===== config.mk =====
export PLATFORM = sky130hd
export DESIGN_NAME = rgb_pwm_dimmer
export DESIGN_NICKNAME = d
export VERILOG_FILES = /design/src/rtl/rgb_pwm_dimmer.sv
export SDC_FILE = /design/constraint.sdc
export NUM_CORES = 1
export LEC_CHECK = 0
export ABC_AREA = 1
export BUFFER_PORTS_ARGS = -buffer_cell sky130_fd_sc_hd__buf_2
export CAP_MARGIN = 30
export CORE_MARGIN = 1.5
export CORE_UTILIZATION = 29
export CTS_BUF_LIST = sky130_fd_sc_hd__clkbuf_4 sky130_fd_sc_hd__clkbuf_8 sky130_fd_sc_hd__clkbuf_16
export DETAILED_ROUTE_END_ITERATION = 6
export SLEW_MARGIN = 20
export SYNTH_ARGS = -nofsm -noshare
export SYNTH_HDL_FRONTEND = slang
export SYNTH_SLANG_ARGS = --single-unit
export TNS_END_PERCENT = 20

===== constraint.sdc =====
create_clock -name clk -period 1.89 [get_ports clk]
set_clock_uncertainty 0.05 [all_clocks]
set_input_delay 0 -clock clk [delete_from_list [all_inputs] [get_ports clk]]
set_output_delay 0 -clock clk [all_outputs]
set_load 0.05 [all_outputs]

===== src/rtl/rgb_pwm_dimmer.sv =====
// PWM dimmer between the RGB decoder and the two board LEDs, with debounced brightness buttons.
// Optional triangle "breathe" mode is enabled by defining RGB_PWM_BREATHE_EN.
module rgb_pwm_dimmer #(
    parameter int PWM_W           = 8,
    parameter int PRESCALE        = 16,
    parameter int STEP            = 16,
    parameter int DEBOUNCE_CYCLES = 250000,
    parameter int BRIGHT_RESET    = 128
) (
    input  logic             clk,
    input  logic             rst,
    input  logic [5:0]       rgb_on,
    input  logic             btn_up,
    input  logic             btn_dn,
`ifdef RGB_PWM_BREATHE_EN
    input  logic             breathe,
`endif
    output logic [5:0]       led,
    output logic [PWM_W-1:0] bright,
    output logic             period_start
);
    localparam int PS_W  = (PRESCALE > 1) ? $clog2(PRESCALE) : 1;
    localparam int CNT_W = $clog2(DEBOUNCE_CYCLES);
    localparam logic [PWM_W-1:0] PWM_MAX  = {PWM_W{1'b1}};
    localparam logic [PWM_W:0]   MAX_EXT  = {1'b0, {PWM_W{1'b1}}};
    localparam logic [PWM_W:0]   STEP_EXT = (PWM_W+1)'(STEP);

    logic [PS_W-1:0]  presc_reg;
    logic [PWM_W-1:0] pwm_cnt_reg;
    logic [5:0]       rgb_q_reg;
    logic [5:0]       led_reg;
    logic             period_start_reg;
    logic [PWM_W-1:0] bright_reg, bright_next;
    logic             tick, wrap, duty;
    logic [1:0]       btn_raw;
    logic [1:0]       press;
    logic [PWM_W:0]   up_sum;

    assign tick = (presc_reg == PS_W'(PRESCALE - 1));
    assign wrap = tick && (pwm_cnt_reg == PWM_MAX);
    assign duty = (bright_reg == PWM_MAX) || (pwm_cnt_reg < bright_reg);

    always_ff @(posedge clk) begin
        if (rst) begin
            presc_reg        <= '0;
            pwm_cnt_reg      <= '0;
            rgb_q_reg        <= '0;
            led_reg          <= '0;
            period_start_reg <= 1'b0;
        end else begin
            presc_reg        <= tick ? '0 : presc_reg + 1'b1;
            if (tick)
                pwm_cnt_reg  <= pwm_cnt_reg + 1'b1;
            // New colours only take effect at the period boundary to avoid partial pulses.
            if (wrap)
                rgb_q_reg    <= rgb_on;
            period_start_reg <= wrap;
            led_reg          <= rgb_q_reg & {6{duty}};
        end
    end

    assign btn_raw = {btn_dn, btn_up};

    generate
        for (genvar gi = 0; gi < 2; gi++) begin : g_btn
            logic             sync1_reg, sync2_reg, stable_reg;
            logic [CNT_W-1:0] cnt_reg;
            logic             accept;

            assign accept    = (sync2_reg != stable_reg) && (cnt_reg == CNT_W'(DEBOUNCE_CYCLES - 1));
            // Press fires on the same edge the stable level flips to 1, so bright moves with it.
            assign press[gi] = accept && sync2_reg;

            always_ff @(posedge clk) begin
                if (rst) begin
                    sync1_reg  <= 1'b0;
                    sync2_reg  <= 1'b0;
                    stable_reg <= 1'b0;
                    cnt_reg    <= '0;
                end else begin
                    sync1_reg <= btn_raw[gi];
                    sync2_reg <= sync1_reg;
                    if (sync2_reg == stable_reg) begin
                        cnt_reg <= '0;
                    end else if (accept) begin
                        stable_reg <= sync2_reg;
                        cnt_reg    <= '0;
                    end else begin
                        cnt_reg <= cnt_reg + 1'b1;
                    end
                end
            end
        end
    endgenerate

    assign up_sum = {1'b0, bright_reg} + STEP_EXT;

`ifdef RGB_PWM_BREATHE_EN
    logic dir_up_reg, dir_up_next;
`endif

    always_comb begin
        bright_next = bright_reg;
`ifdef RGB_PWM_BREATHE_EN
        dir_up_next = dir_up_reg;
        if (breathe) begin
            if (period_start_reg) begin
                if (dir_up_reg) begin
                    if (bright_reg == PWM_MAX) begin
                        dir_up_next = 1'b0;
                        bright_next = bright_reg - 1'b1;
                    end else begin
                        bright_next = bright_reg + 1'b1;
                    end
                end else begin
                    if (bright_reg == '0) begin
                        dir_up_next = 1'b1;
                        bright_next = bright_reg + 1'b1;
                    end else begin
                        bright_next = bright_reg - 1'b1;
                    end
                end
            end
        end else
`endif
        if (press[0] && !press[1]) begin
            bright_next = (up_sum > MAX_EXT) ? PWM_MAX : up_sum[PWM_W-1:0];
        end else if (press[1] && !press[0]) begin
            bright_next = ({1'b0, bright_reg} < STEP_EXT) ? '0 : bright_reg - STEP_EXT[PWM_W-1:0];
        end
    end

    always_ff @(posedge clk) begin
        if (rst) begin
            bright_reg <= PWM_W'(BRIGHT_RESET);
`ifdef RGB_PWM_BREATHE_EN
            dir_up_reg <= 1'b1;
`endif
        end else begin
            bright_reg <= bright_next;
`ifdef RGB_PWM_BREATHE_EN
            dir_up_reg <= dir_up_next;
`endif
        end
    end

    assign led          = led_reg;
    assign bright       = bright_reg;
    assign period_start = period_start_reg;
endmodule


# Word level (Yosys, flattened, before mapping)
# Cells that the tools add are included.
[op_classes]
addsub = 6
order_cmp = 3
eq_ne = 9
n_mux = 4
bitwise_logic = 3
reduce_logical = 16
[op_table]
columns = ["cell", "n"]
rows = [
  ["adder 18 x 1 -> 18 bit (second input constant)", 2],
  ["== test 18 bit (second input constant)", 2],
  ["2-to-1 mux 8 bit", 4],
  ["== test 8 bit (second input constant)", 2],
  ["adder 8 x 5 -> 9 bit (second input constant)", 1],
  ["greater-than comparator 9 x 8 -> 1 bit (second input constant)", 1],
  ["adder 8 x 1 -> 8 bit (second input constant)", 1],
  ["less-than comparator 8 x 5 -> 1 bit (second input constant)", 1],
  ["less-than comparator 8 bit", 1],
  ["subtractor 8 x 5 -> 8 bit (second input constant)", 1],
  ["logical AND 1 bit", 7],
  ["AND 6 bit", 1],
  ["OR reduction 3 bit", 2],
  ["adder 4 x 1 -> 4 bit (second input constant)", 1],
  ["== test 4 bit (second input constant)", 1],
  ["AND reduction 2 bit", 2],
  ["== test 1 bit", 2],
  ["logical NOT 1 bit", 2],
  ["!= test 1 bit", 2],
  ["inverter 1 bit", 2],
  ["nonzero test 2 bit", 1],
  ["OR reduction 2 bit", 1],
  ["logical OR 1 bit", 1],
]
[word_totals]
register_bits = 75
in_bits = 10
out_inout_bits = 15

# Longest topological paths before layout
[depth]
depth_word = 7
ltp_mapped = 15

# Worst setup path after synthesis
# No wires, ideal clock.
[synth_timing]
path_kind = "register to register"
startpoint = "reg g_btn[0].cnt_reg[0]"
endpoint = "reg bright_reg[4], in the netlist bright[4]"
setup_time_ns = 0.109
arrival_time_ns = 1.880
required_time_ns = 1.731
slack_ns = -0.149
stages_incl_launch_ff = 15
path_buffers = 0
synth_period_minus_slack_ns = 2.039
path_cell_list = "dfxtp_1 > ha_1 > nand2_2 > nor2_4 > nand2_2 > nor2_2 > nand3_1 > inv_1 > ha_1 > inv_1 > nand2_1 > o21ai_0 > a21oi_1 > nand2_1 > inv_1"
[synth_between]
elab_chain_len = 6
word_cells_on_any_way = 8
classes_between = "eq/ne (1); mux (1); reduce/logical (6)"
[synth_lines]
columns = ["element", "line", "rtl"]
rows = [
  ["from (decl)", "67", "logic [CNT_W-1:0] cnt_reg;"],
  ["from (signal assigned)", "89", "cnt_reg <= cnt_reg + 1'b1;"],
  ["== test 18 bit (*)", "70", "assign accept = (sync2_reg != stable_reg) && (cnt_reg == CNT_W'(DEBOUNCE_CYCLES - 1));"],
  ["logical AND 1 bit (*)", "70", ""],
  ["logical AND 1 bit (*)", "72", "assign press[gi] = accept && sync2_reg;"],
  ["logical NOT 1 bit", "128", "end else if (press[1] && !press[0]) begin"],
  ["logical AND 1 bit", "128", ""],
  ["nonzero test 2 bit (no line)", "--", ""],
  ["to (signal assigned)", "135", "bright_reg <= PWM_W'(BRIGHT_RESET);"],
  ["to (signal assigned)", "140", "bright_reg <= bright_next;"],
  ["to (decl)", "33", "logic [PWM_W-1:0] bright_reg, bright_next;"],
]
# Mark *: on every way between the ends. The rest lies on a longest branch, timed or not.
# A chain may end at the register's enable or synchronous reset.

# Worst setup path after layout
[layout_timing]
startpoint = "reg g_btn[1].cnt_reg[1]"
endpoint = "reg bright_reg[4], in the netlist bright[4]"
[layout_between]
elab_chain_len = 6
word_cells_on_any_way = 8
classes_between = "eq/ne (1); mux (1); reduce/logical (6)"
[layout_lines]
columns = ["element", "line", "rtl"]
rows = [
  ["from (decl)", "67", ""],
  ["from (signal assigned)", "89", ""],
  ["== test 18 bit (*)", "70", ""],
  ["logical AND 1 bit (*)", "70", ""],
  ["logical AND 1 bit (*)", "72", ""],
  ["logical NOT 1 bit", "126", "if (press[0] && !press[1]) begin"],
  ["logical AND 1 bit", "126", ""],
  ["2-to-1 mux 8 bit / nonzero test 2 bit (equally long branches)", "--", ""],
]
# Marked as above.

==> results.md <==
- Status: finished clean
- Max FFs per register: 36
- Final cell count without fillers: 748
- Avg Cell Area, Syn: 6.99 um2
- Clock buffer depth: 2
- Area delta synth->final: 25.6%
- Tcrit/Tclk final: 94.3%
- Synth Instances: 517
- Avg WL per Cell: 10.1 um
- Reg power frac: 45.7%
- Worst-skew pair later-pin latency: 0.33 ns
- Ports: 25
- Pwr per Cell Area: 740 nW/um2
- Flops & latches, synth: 72
- Clk sink count: 72
- Gr usage total: 12.5%
- Die ar.: 13100 um2
- Clk pin slew, worst setup/hold paths: 0.06 ns
- Number of buffers added on ports: 24
- Root Buffer: clkbuf_16
- Starting Density: 29.9%
- Yosys cell types: 35
- Post-synthesis sequential area ratio: 39.9%
- CTS Buf Count: 9
- Sw frac: 22.3%
- Final critical-path required period: 1.78 ns
- Die H: 115 um
- Max Slew Vio Count: 0
- DR vias: 3289
- Synth warnings: 0
- Syn Std Cell Area: 3610 um2
- Placed insts: 718
- Routed Antenna Nets: 0
- Final WL: 7570 um
- Setup crit end kind: flop
- Highest clock rate: 561 MHz
- # fillers: 1270
- Cell-internal power: 0.00261 W
- Initial antenna violation count: 0
- Worst Path Arrival: 1.97 ns
- Worst Max-Slew Pin Slew: 0.362 ns
- CTS H-Tree Depth: 3
- Fin Hold WS: 0.350 ns
- CTS tree: yes
- Slew headroom: 75.9%
- Nets@finish: 600
- Multi-input gate area: 1940 um2
- Vias per Instance: 4.40
- Post-route cell area: 4540 um2
- Grt ovf: 0
- Seq. cell area: 1450 um2
- Number of global-route vias before repair: 3158
- Fin. Hold Viols: 0
- RSZ-0062 raised after global routing: true
- Clk pwr share: 52.2%
- CORE AREA: 12100 um2
- Setup-failing EPs final: 0
- HPWL Detailed: 5430 um
- Number of core rows: 40
- Leak: 1.80 nW
- Max-cap violations: 0
- DRT Pass-1 Iters: 5
- First-iteration detailed-routing DRC count: 147
- Syn Nets: 542
- First-pass GRT wire length: 13400 um
- WP data required: 2.08 ns
- Most frequent cells in the layout: nand2_1, nor2_1, dfxtp_1, inv_1, a21oi_1
- Placed cell areas: 4030 um2
- Ant. Diodes: 0
- Max FO, Critical Path: 3
- Die width: 115 um
- Pin count of the biggest net entering global routing: 19
- Combinational fraction of design power: 2.2%
- DRC violations left: 0
- Worst vdd ir: 0.484 mV
- Commonest non-fill, non-tap cell in the layout: nand2_1
- GP Congestion: 0.844
- Setup CP Type: reg2reg
- HP Class: reg2reg
- NetSw: 0.000750 W
- Share of cells above drive strength 1: 16.4%
- Startpoint types: flop
[critical path, cell delays in order, from the launching register on]
cell     delay [ns]
dfxtp_4        0.37
ha_4           0.15
nand2_4        0.06
nor2_4         0.12
nand2_2        0.07
nor2_2         0.07
nand4_1        0.13
ha_4           0.26
inv_2          0.06
nand2_2        0.05
o21ai_2        0.15
a21oi_2        0.05
nand2_1        0.06
inv_1          0.03
[power by group through the flow]
stage | combinational, W | sequential [W] | clock (W)
after floorplan | 0.0000347 | 0.00157 | 0
after global placement | 0.0000517 | 0.00157 | 0
after detailed placement | 0.0000529 | 0.00157 | 0
after CTS | 0.0000709 | 0.00153 | 0.00180
after global routing | 0.0000837 | 0.00153 | 0.00186
final | 0.0000722 | 0.00153 | 0.00175
[kinds of logic (layout without fill, tap and decap cells)]
kind of cell	Yosys count	after routing	synth area share, %
flops	72	72	39.9
xor+xnor	21	21	5.09
compound gates	48	48	6.96
buf+inv	74	137	8.45
fa+ha+maj	15	15	5.20
simple gates	287	287	34.4
[final cells by class]
type,instances,share of cell area (%)
Clock buffer,9,4.96
Clock inverter,7,1.85
Inverter,66,5.51
Multi-Input combinational cell,371,42.7
Sequential cell,72,31.9
Tap cell,168,4.63
Timing Repair Buffer,55,8.38
[per-stage QoR]
step / setup WS [ns] / utilization, % / power, W / TNS, ns
floorplan: 0.00980 / - / 0.00160 / 0
global placement: 0.0518 / 33.4 / 0.00162 / 0
detailed placement: -0.0512 / 33.4 / 0.00162 / -0.0512
CTS: 0.0255 / 37.1 / 0.00340 / 0
global route: -0.0239 / 37.6 / 0.00348 / -0.0395
finish: 0.108 / 37.6 / 0.00336 / 0
[worst paths after layout]
kind	depth (start not counted)	start	end	slack (ns)
worst min-delay path	2	g_btn[0].sync1_reg	g_btn[0].sync2_reg	0.35
worst max-delay path	13	g_btn[1].cnt_reg[1]	bright[4]	0.11
worst min register to register	2	g_btn[0].sync1_reg	g_btn[0].sync2_reg	0.35
worst max register to register	13	g_btn[1].cnt_reg[1]	bright[4]	0.11
[cell usage after synthesis]
master,instances,area (um2)
nor2_4,2,22.5
and3_1,1,6.26
buf_1,1,3.75
nand3_2,1,10.0
clkbuf_1,1,3.75
o21ai_1,1,5.00
ha_1,15,188
or2_2,2,12.5
or2_0,1,6.26
nand3_1,27,135
nand4_1,9,56.3
nor2_1,88,330
xnor2_1,4,35.0
nand2_1,132,495
a21oi_1,35,175
nand3b_1,4,30.0
nand2_4,1,11.3
o21ai_0,7,35.0
dfxtp_1,72,1440
o21bai_1,3,22.5
nor4_1,1,6.26
buf_6,2,22.5
inv_2,1,3.75
nor3_1,7,35.0
nor3b_1,1,7.51
xor2_1,17,149
nor3_2,1,10.0
nor2_2,3,18.8
o22ai_1,1,6.26
nand2_2,5,31.3
inv_1,65,244
buf_2,1,5.00
o21a_1,1,7.51
nand3_4,1,17.5
buf_4,3,22.5
[timing repair]
action                                  4_1_cts  5_1_grt
gates resized for setup                       4       16
setup buffers                                 1        2
endpoints found under the setup margin        1        5
pin swaps                                     1        9
endpoints found under the hold margin        12        0
hold buffers                                 11        0
[per-layer routing]
metal / track usage, % / vias to the layer above / part of all wire [%]
li1: - / 1735 / -
met1: 14.9 / 1492 / 48
met2: 22.0 / 51 / 47
met3: 2.38 / 11 / 2.9
met4: 4.75 / 0 / 1.5
met5: 0 / - / 0
(Power assumes the default switching activity.)
